$ cat src/rtl/ttt_board_ctrl.sv
// Tic-tac-toe move controller: owns the board, enforces legal moves, alternates turns, and resolves win/draw from the detector flags.
// Optional turn-forfeit idle timer is built when MOVE_TIMEOUT_EN is defined.
module ttt_board_ctrl #(
    parameter bit FIRST_PLAYER   = 1'b0,
    parameter int TIMEOUT_CYCLES = 1000
) (
    input  logic       clk,
    input  logic       rst_n,
    input  logic       new_game,
    input  logic       move_valid,
    input  logic [3:0] move_pos,
    output logic       move_ready,
    input  logic       win1,
    input  logic       win2,
    output logic [0:8] p1,
    output logic [0:8] p2,
    output logic       turn,
    output logic       move_err,
    output logic [1:0] winner,
    output logic       draw,
    output logic       game_over,
    output logic       timeout
);

    typedef enum logic [1:0] {
        PLAY  = 2'd0,
        CHECK = 2'd1,
        OVER  = 2'd2
    } state_t;

    state_t     state, state_n;
    logic [0:8] p1_n, p2_n;
    logic       turn_n;
    logic [3:0] count, count_n;
    logic [1:0] winner_n;
    logic       draw_n;
    logic       move_err_n;
    logic       timeout_n;
    logic [0:8] cell_mask;
    logic       cell_free;
    logic       accept;

    // A position of 9 or more shifts the single bit out entirely, leaving an empty mask.
    assign cell_mask  = 9'b1_0000_0000 >> move_pos;
    assign cell_free  = (move_pos <= 4'd8) && ((cell_mask & (p1 | p2)) == 9'b0);
    assign accept     = move_valid && (state == PLAY);
    assign move_ready = (state == PLAY);
    assign game_over  = (state == OVER);

`ifdef MOVE_TIMEOUT_EN
    localparam logic [15:0] IDLE_LAST = 16'(TIMEOUT_CYCLES - 1);
    logic [15:0] idle_cnt, idle_cnt_n;
`endif

    always_ff @(posedge clk or negedge rst_n) begin
        if (!rst_n) begin
            state    <= PLAY;
            p1       <= '0;
            p2       <= '0;
            turn     <= FIRST_PLAYER;
            count    <= '0;
            winner   <= 2'b00;
            draw     <= 1'b0;
            move_err <= 1'b0;
            timeout  <= 1'b0;
`ifdef MOVE_TIMEOUT_EN
            idle_cnt <= '0;
`endif
        end else begin
            state    <= state_n;
            p1       <= p1_n;
            p2       <= p2_n;
            turn     <= turn_n;
            count    <= count_n;
            winner   <= winner_n;
            draw     <= draw_n;
            move_err <= move_err_n;
            timeout  <= timeout_n;
`ifdef MOVE_TIMEOUT_EN
            idle_cnt <= idle_cnt_n;
`endif
        end
    end

    always_comb begin
        state_n    = state;
        p1_n       = p1;
        p2_n       = p2;
        turn_n     = turn;
        count_n    = count;
        winner_n   = winner;
        draw_n     = draw;
        move_err_n = 1'b0;
        timeout_n  = 1'b0;
`ifdef MOVE_TIMEOUT_EN
        idle_cnt_n = idle_cnt;
`endif
        if (new_game) begin
            state_n  = PLAY;
            p1_n     = '0;
            p2_n     = '0;
            turn_n   = FIRST_PLAYER;
            count_n  = '0;
            winner_n = 2'b00;
            draw_n   = 1'b0;
`ifdef MOVE_TIMEOUT_EN
            idle_cnt_n = '0;
`endif
        end else begin
            case (state)
                PLAY: begin
                    if (accept) begin
                        if (cell_free) begin
                            if (turn) p2_n = p2 | cell_mask;
                            else      p1_n = p1 | cell_mask;
                            count_n = (count == 4'd9) ? 4'd9 : count + 4'd1;
                            state_n = CHECK;
                        end else begin
                            move_err_n = 1'b1;
                        end
`ifdef MOVE_TIMEOUT_EN
                        idle_cnt_n = '0;
                    end else if (idle_cnt == IDLE_LAST) begin
                        turn_n     = ~turn;
                        timeout_n  = 1'b1;
                        idle_cnt_n = '0;
                    end else begin
                        idle_cnt_n = idle_cnt + 16'd1;
`endif
                    end
                end
                CHECK: begin
                    // The detector flags reflect the board written on the previous edge.
                    if (win1) begin
                        winner_n = 2'b01;
                        state_n  = OVER;
                    end else if (win2) begin
                        winner_n = 2'b10;
                        state_n  = OVER;
                    end else if (count == 4'd9) begin
                        draw_n  = 1'b1;
                        state_n = OVER;
                    end else begin
                        turn_n  = ~turn;
                        state_n = PLAY;
`ifdef MOVE_TIMEOUT_EN
                        idle_cnt_n = '0;
`endif
                    end
                end
                default: begin
                    state_n = state;
                end
            endcase
        end
    end

endmodule

$ cat config.mk
export PLATFORM = sky130hd
export DESIGN_NAME = ttt_board_ctrl
export DESIGN_NICKNAME = d
export VERILOG_FILES = /design/src/rtl/ttt_board_ctrl.sv
export SDC_FILE = /design/constraint.sdc
export NUM_CORES = 1
export LEC_CHECK = 0
export CAP_MARGIN = 20
export CORE_ASPECT_RATIO = 1.4
export CORE_MARGIN = 5
export CORE_UTILIZATION = 45
export CTS_BUF_LIST = sky130_fd_sc_hd__clkbuf_8 sky130_fd_sc_hd__clkbuf_16
export DETAILED_ROUTE_END_ITERATION = 16
export GPL_ROUTABILITY_DRIVEN = 1
export PLACE_DENSITY = 0.75
export SYNTH_ARGS = -nofsm -noshare
export SYNTH_HDL_FRONTEND = slang
export SYNTH_SLANG_ARGS = --single-unit
$ cat constraint.sdc
create_clock -name clk -period 1.8 [get_ports clk]
set_input_delay 0.36 -clock clk [delete_from_list [all_inputs] [get_ports clk]]
set_output_delay 0.36 -clock clk [all_outputs]
set_load 0.02 [all_outputs]
# After elaboration in Yosys (flattened, before gate mapping)
# Cells that the tools add are included.
[op_classes] addsub=1 n_lt_le_gt_ge=1 eq_ne=9 shift=1 mux=40 bitwise=5 n_reduce_logical=19
[op_table] cell="9-bit two-way mux" n=10
[op_table] cell="9-bit OR" n=3
[op_table] cell="2-bit two-way mux" n=10
[op_table] cell="4-bit two-way mux" n=5
[op_table] cell="4-bit AND reduction" n=4
[op_table] cell="1-bit two-way mux" n=14
[op_table] cell="2-bit nonzero test" n=6
[op_table] cell="9-bit bitwise AND" n=1
[op_table] cell="9-bit zero test" n=1
[op_table] cell="9-bit by 4-bit >> shifter with 9-bit output (first input constant)" n=1
[op_table] cell="2-bit != test (second input constant)" n=4
[op_table] cell="3-bit by 2-bit != test with 1-bit output (second input constant)" n=2
[op_table] cell="3-bit AND reduction" n=2
[op_table] cell="3-bit nonzero test" n=2
[op_table] cell="4-bit by 1-bit adder with 4-bit output (second input constant)" n=1
[op_table] cell="4-bit equality test (second input constant)" n=1
[op_table] cell="4-bit less-or-equal comparator (second input constant)" n=1
[op_table] cell="2-bit case mux with 2 select lines" n=1
[op_table] cell="2-bit by 1-bit equality test with 1-bit output (second input constant)" n=1
[op_table] cell="2-bit equality test (second input constant)" n=1
[op_table] cell="1-bit logical AND" n=2
[op_table] cell="2-bit zero test" n=1
[op_table] cell="2-bit AND reduction" n=1
[op_table] cell="1-bit inverter" n=1
[totals] regBits=29 input_bits=10 output_inout_bits=26 elab_cells=84

# Longest topological paths before layout
[logic_depth] word_depth=8 ltp_mapped=6 ltp_nobuf=6

# Worst setup path before layout
# Ideal clock, no wire load.
[synth_timing] path_kind="register to register" startpoint="reg p1[0] in the netlist's numbering" endpoint="reg count[1]" setup_time_ps=125 t_arrival_ps=1557 t_required_ps=1675 path_slack_ps=118 stages_incl_launch_ff=6 n_path_buf=0 synth_period_minus_slack_ps=1682 path_cell_list="dfrtp_1 nor2_1 o22ai_1 o21ai_0 nand3_2 mux2_4"
[synth_via] elab_chain_len=6
[synth_lines] element="start, declared" line_no="15" rtl="output logic [0:8] p1,"
[synth_lines] element="start signal, assigned" line_no="71" rtl="p1 <= p1_n;"
[synth_lines] element="9-bit OR" line_no="45" rtl="assign cell_free = (move_pos <= 4'd8) && ((cell_mask & (p1 | p2)) == 9'b0);"
[synth_lines] element="9-bit bitwise AND" line_no="45"
[synth_lines] element="9-bit zero test" line_no="45"
[synth_lines] element="1-bit logical AND" line_no="45"
[synth_lines] element="2-bit nonzero test (no source line)"
[synth_lines] element="3-bit AND reduction (no source line)"
[synth_lines] element="end signal, assigned" line_no="74" rtl="count <= count_n;"
[synth_lines] element="end, declared" line_no="34" rtl="logic [3:0] count, count_n;"
# No other way between the ends.
# A chain may end at the register's enable or synchronous reset.

# Final worst setup path
[layout_timing] startpoint="in move_pos[3]" endpoint="reg count[1]"
[layout_via] elab_chain_len=6 elab_cells_between_ends=7 cone_classes="1 x order compare; 1 x shift; 1 x bitwise; 4 x reduce/logical"
[layout_lines] element="start, declared" line_no="11" rtl="input logic [3:0] move_pos,"
[layout_lines] element="9-bit by 4-bit >> shifter with 9-bit output" line_no="44" rtl="assign cell_mask = 9'b1_0000_0000 >> move_pos;"
[layout_lines] element="9-bit bitwise AND" line_no="45"
[layout_lines] element="9-bit zero test" line_no="45"
[layout_lines] element="1-bit logical AND (*)" line_no="45"
[layout_lines] element="2-bit nonzero test (no source line) (*)"
[layout_lines] element="3-bit AND reduction (no source line) (*)"
# Mark *: on every way between the ends. The rest lies on a longest branch, timed or not.

==> flow_metrics.py <==
metrics = {
    "run_status": {
        "run_status": "finished, final reports clean",
    },
    "detailed_routing": {
        "drt_iter0_markers": 63,
        "detail_route.drc_violations": 0,
        "via_count": 1496,
        "via_per_inst": 5.603,
        "drt-wirelength-per-cell_um": 16.60,
        "routed_wl_um": 4431,
        "detailedRoute.firstPassIterationCount": 4,
        "antenna_violating_nets_post_route": 0,
    },
    "sta": {
        "skew_ps": 6.232,
        "maxSlewViolCount": 0,
        "hold_viol": 0,
        "grt_setup_unrepaired": "true",
        "setup-violations-final": 0,
        "fmax_mhz": 555.7,
        "period_needed_ps": 1800,
        "finalCritPeriodShare_pct": 99.98,
        "setup_slack_ps": 0.3761,
    },
    "synthesis": {
        "yosys_register_bits": 29,
        "yosys_warnings": 0,
        "synth-edff-count": 0,
        "postSynthCellCount": 170,
        "async_reset_ff_share_pct": 100.0,
        "sequential_to_total_area_share_from_yosys_stat_pct": 45.10,
        "synth_top_flop_cell": "dfrtp_1",
        "post_synthesis_instance_area_sq_um": 1609,
        "mappedNetlistNets": 182,
        "post_synth_num_cell_types": 48,
        "postSynthAreaPerCell_sq_um": 9.465,
    },
    "worst_setup_path": {
        "cp_data_arrival_time_ps": 1970,
        "worst_path_dominant_cell_family": "buffers and inverters",
        "crit_path_end_kind": "flip-flop",
        "crit_slowest_cell": "o41a_1",
        "crit_buf_inv": 2,
        "cpPeakStageDelay_ps": 430,
        "crit_path_start_kind": "input pin",
        "crit_required_ps": 1970,
        "timing_worst_setup_path_type": "in -> reg",
        "peak_fanout_along_the_critical_path": 5,
        "path_cells": "clkdlybuf4s50_1, nand2b_4, o41a_1, buf_4, nand3_4, mux2_4",
    },
    "power_and_ir_drop": {
        "p_clk_share_pct": 38.8,
        "swShare_pct": 25.97,
        "power.combinational.fraction_pct": 16.6,
        "static_leakage_power_uw": 0.0009531,
        "power_switching_uw": 394.0,
        "power_frac_seq_pct": 44.6,
        "intPower_uw": 1123,
        "max-vdd-ir-drop_uv": 509.2,
        "pwr_density_cell_nw_per_um2": 677.8,
    },
    "placed_design": {
        "port_buffers": 34,
        "detailed_place_hpwl_um": 3286,
        "place_ws_ps": -476.1,
        "gp_congestion": 1.004,
    },
    "clock_network": {
        "path_clk_slew_ps": 60,
        "cts_max_path_buffers": 2,
        "clkSinkCount": 29,
        "cts.hold.buffers_added": 0,
        "worst_skew_pair.late_latency_ps": 290,
        "root_buffer": "clkbuf_8",
        "cts_buffers": 5,
        "cts.htree.levels": 2,
        "tritoncts": "built",
    },
    "global_route": {
        "first_global_vias": 1526,
        "overflow": 0,
        "grt_max_degree": 30,
        "wire_length_of_the_first_global_routing_pass_um": 7307,
        "global_route.usage.total_pct": 20.04,
        "grt_antenna_before_repair": 0,
    },
    "layout": {
        "area_growth_syn_to_layout_pct": 39.11,
        "finalCoreUtilization_pct": 65.65,
        "share_of_final_layout_standard_cells_stronger_than_drive_strength_1_pct": 21.15,
        "nets": 238,
        "diodes": 0,
        "mostFrequentLayoutCells": "dfrtp_1 (29), clkdlybuf4s50_1 (29), buf_4 (25), inv_1 (19), nor2_1 (19)",
    },
    "die": {
        "core_area_sq_um": 3410,
        "core.rowCount": 25,
        "design.portCount": 36,
        "initial_core_util_pct": 47.19,
        "die_area_sq_um": 4888,
        "floorplan.die.width_um": 60.54,
        "fp.dieH_um": 80.75,
    },
    "hold_path": {
        "hp-class": "in -> async",
    },
    "job": {
        "max_cap_violations": 0,
    },
}
[worst register-to-register path, cell delays in order (launching register included)]
cell,delay (ps)
dfrtp_1,440
nor4_2,240
a21oi_1,130
a31oi_2,270
nand3_4,170
mux2_4,330
[through the flow]
stage,total power [uW],area [sq um],TNS (ps),cells,hold slack [ps]
final,1517,2238,0,267,453.3
after global placement,922.4,2112,-5839,258,487.2
after detailed placement,932.1,2112,-7141,258,490.2
after CTS,1522,2231,0,266,467.6
after floorplan,817.7,1609,0,170,64.41
after global routing,1577,2238,-26.72,267,493.2
[registers in the layout, indices dropped and copies added, names as in the netlist]
| signal | cells |
|---|---|
| p1 | 9 |
| p2 | 9 |
| count | 4 |
| state | 2 |
| winner | 2 |
| draw | 1 |
| move_err | 1 |
| turn | 1 |
[cell families after synthesis]
kind of cell,Yosys count,share of synthesized area [%]
other,1,0.2331
flip-flops,29,45.10
buffers and inverters,29,8.631
AND/OR/NAND/NOR,65,22.71
XOR/XNOR,1,0.5444
AO/OA/AOI/OAI,41,19.60
multiplexers,2,1.633
adder cells (fa/ha/maj),2,1.555
[repair_timing]
action / in CTS / in global routing
gates resized for setup: 10 / 0
buffers inserted: 0 / 1
endpoints found under the setup margin: 13 / 2
hold endpoints to repair: 0 / 0
[path summary, 6_finish.rpt]
check / depth (start not counted) / slack, ps / from / end
worst min-delay path: 2 / 450 / rst_n / p2[7]$_DFFE_PN0P_
min in group clk: 2 / 520 / draw$_DFFE_PN0P_ / draw$_DFFE_PN0P_
worst max-delay path: 6 / 0.4 / move_pos[3] / count[1]$_DFFE_PN0P_
worst min register to register: 2 / 520 / draw$_DFFE_PN0P_ / draw$_DFFE_PN0P_
max in group asynchronous: 2 / 1080 / rst_n / count[0]$_DFFE_PN0P_
worst max register to register: 5 / 110 / p2[8]$_DFFE_PN0P_ / count[1]$_DFFE_PN0P_
[layout make-up]
| class | count | area [sq um] |
|---|---|---|
| fillers | 269 | 1171 |
| clock buffers | 7 | 96.34 |
| repair buffers | 59 | 521.8 |
| well taps | 40 | 50.05 |
| multi-input cells | 112 | 768.2 |
| flip-flops and latches | 29 | 725.7 |
| inverters | 19 | 71.32 |
| clock inverters | 1 | 5.005 |
[routing by layer]
layer  vias up  wire length [um]  global-route usage (%)
met2        49              2385                   33.77
li1        707                 -                       -
met5         -                 0                       0
met3         6               213                   4.610
met1       734              1757                   24.14
met4         0                75                   8.460
[synth_stat cells (all sizes together) (4+ instances only)]
cell / instances / share of area, %
nor2: 19 / 4.4
buf: 5 / 3.0
nor3b: 5 / 3.0
o22ai: 10 / 3.9
nand2: 9 / 2.1
nor2b: 4 / 1.6
inv: 19 / 4.4
o32ai: 4 / 2.2
clkbuf: 5 / 1.2
nand2b: 5 / 2.4
dfrtp: 29 / 45
a21oi: 9 / 3.0
nor3: 7 / 2.2
[power groups by stage]
| stage | logic [uW] | registers (uW) | clock network [uW] |
|---|---|---|---|
| global placement | 237 | 686 | 0 |
| floorplan | 122 | 696 | 0 |
| global route | 272 | 677 | 628 |
| detailed placement | 245 | 687 | 0 |
| finish | 252 | 676 | 589 |
| CTS | 246 | 676 | 600 |
No activity file was read; power rests on OpenSTA's default activity.
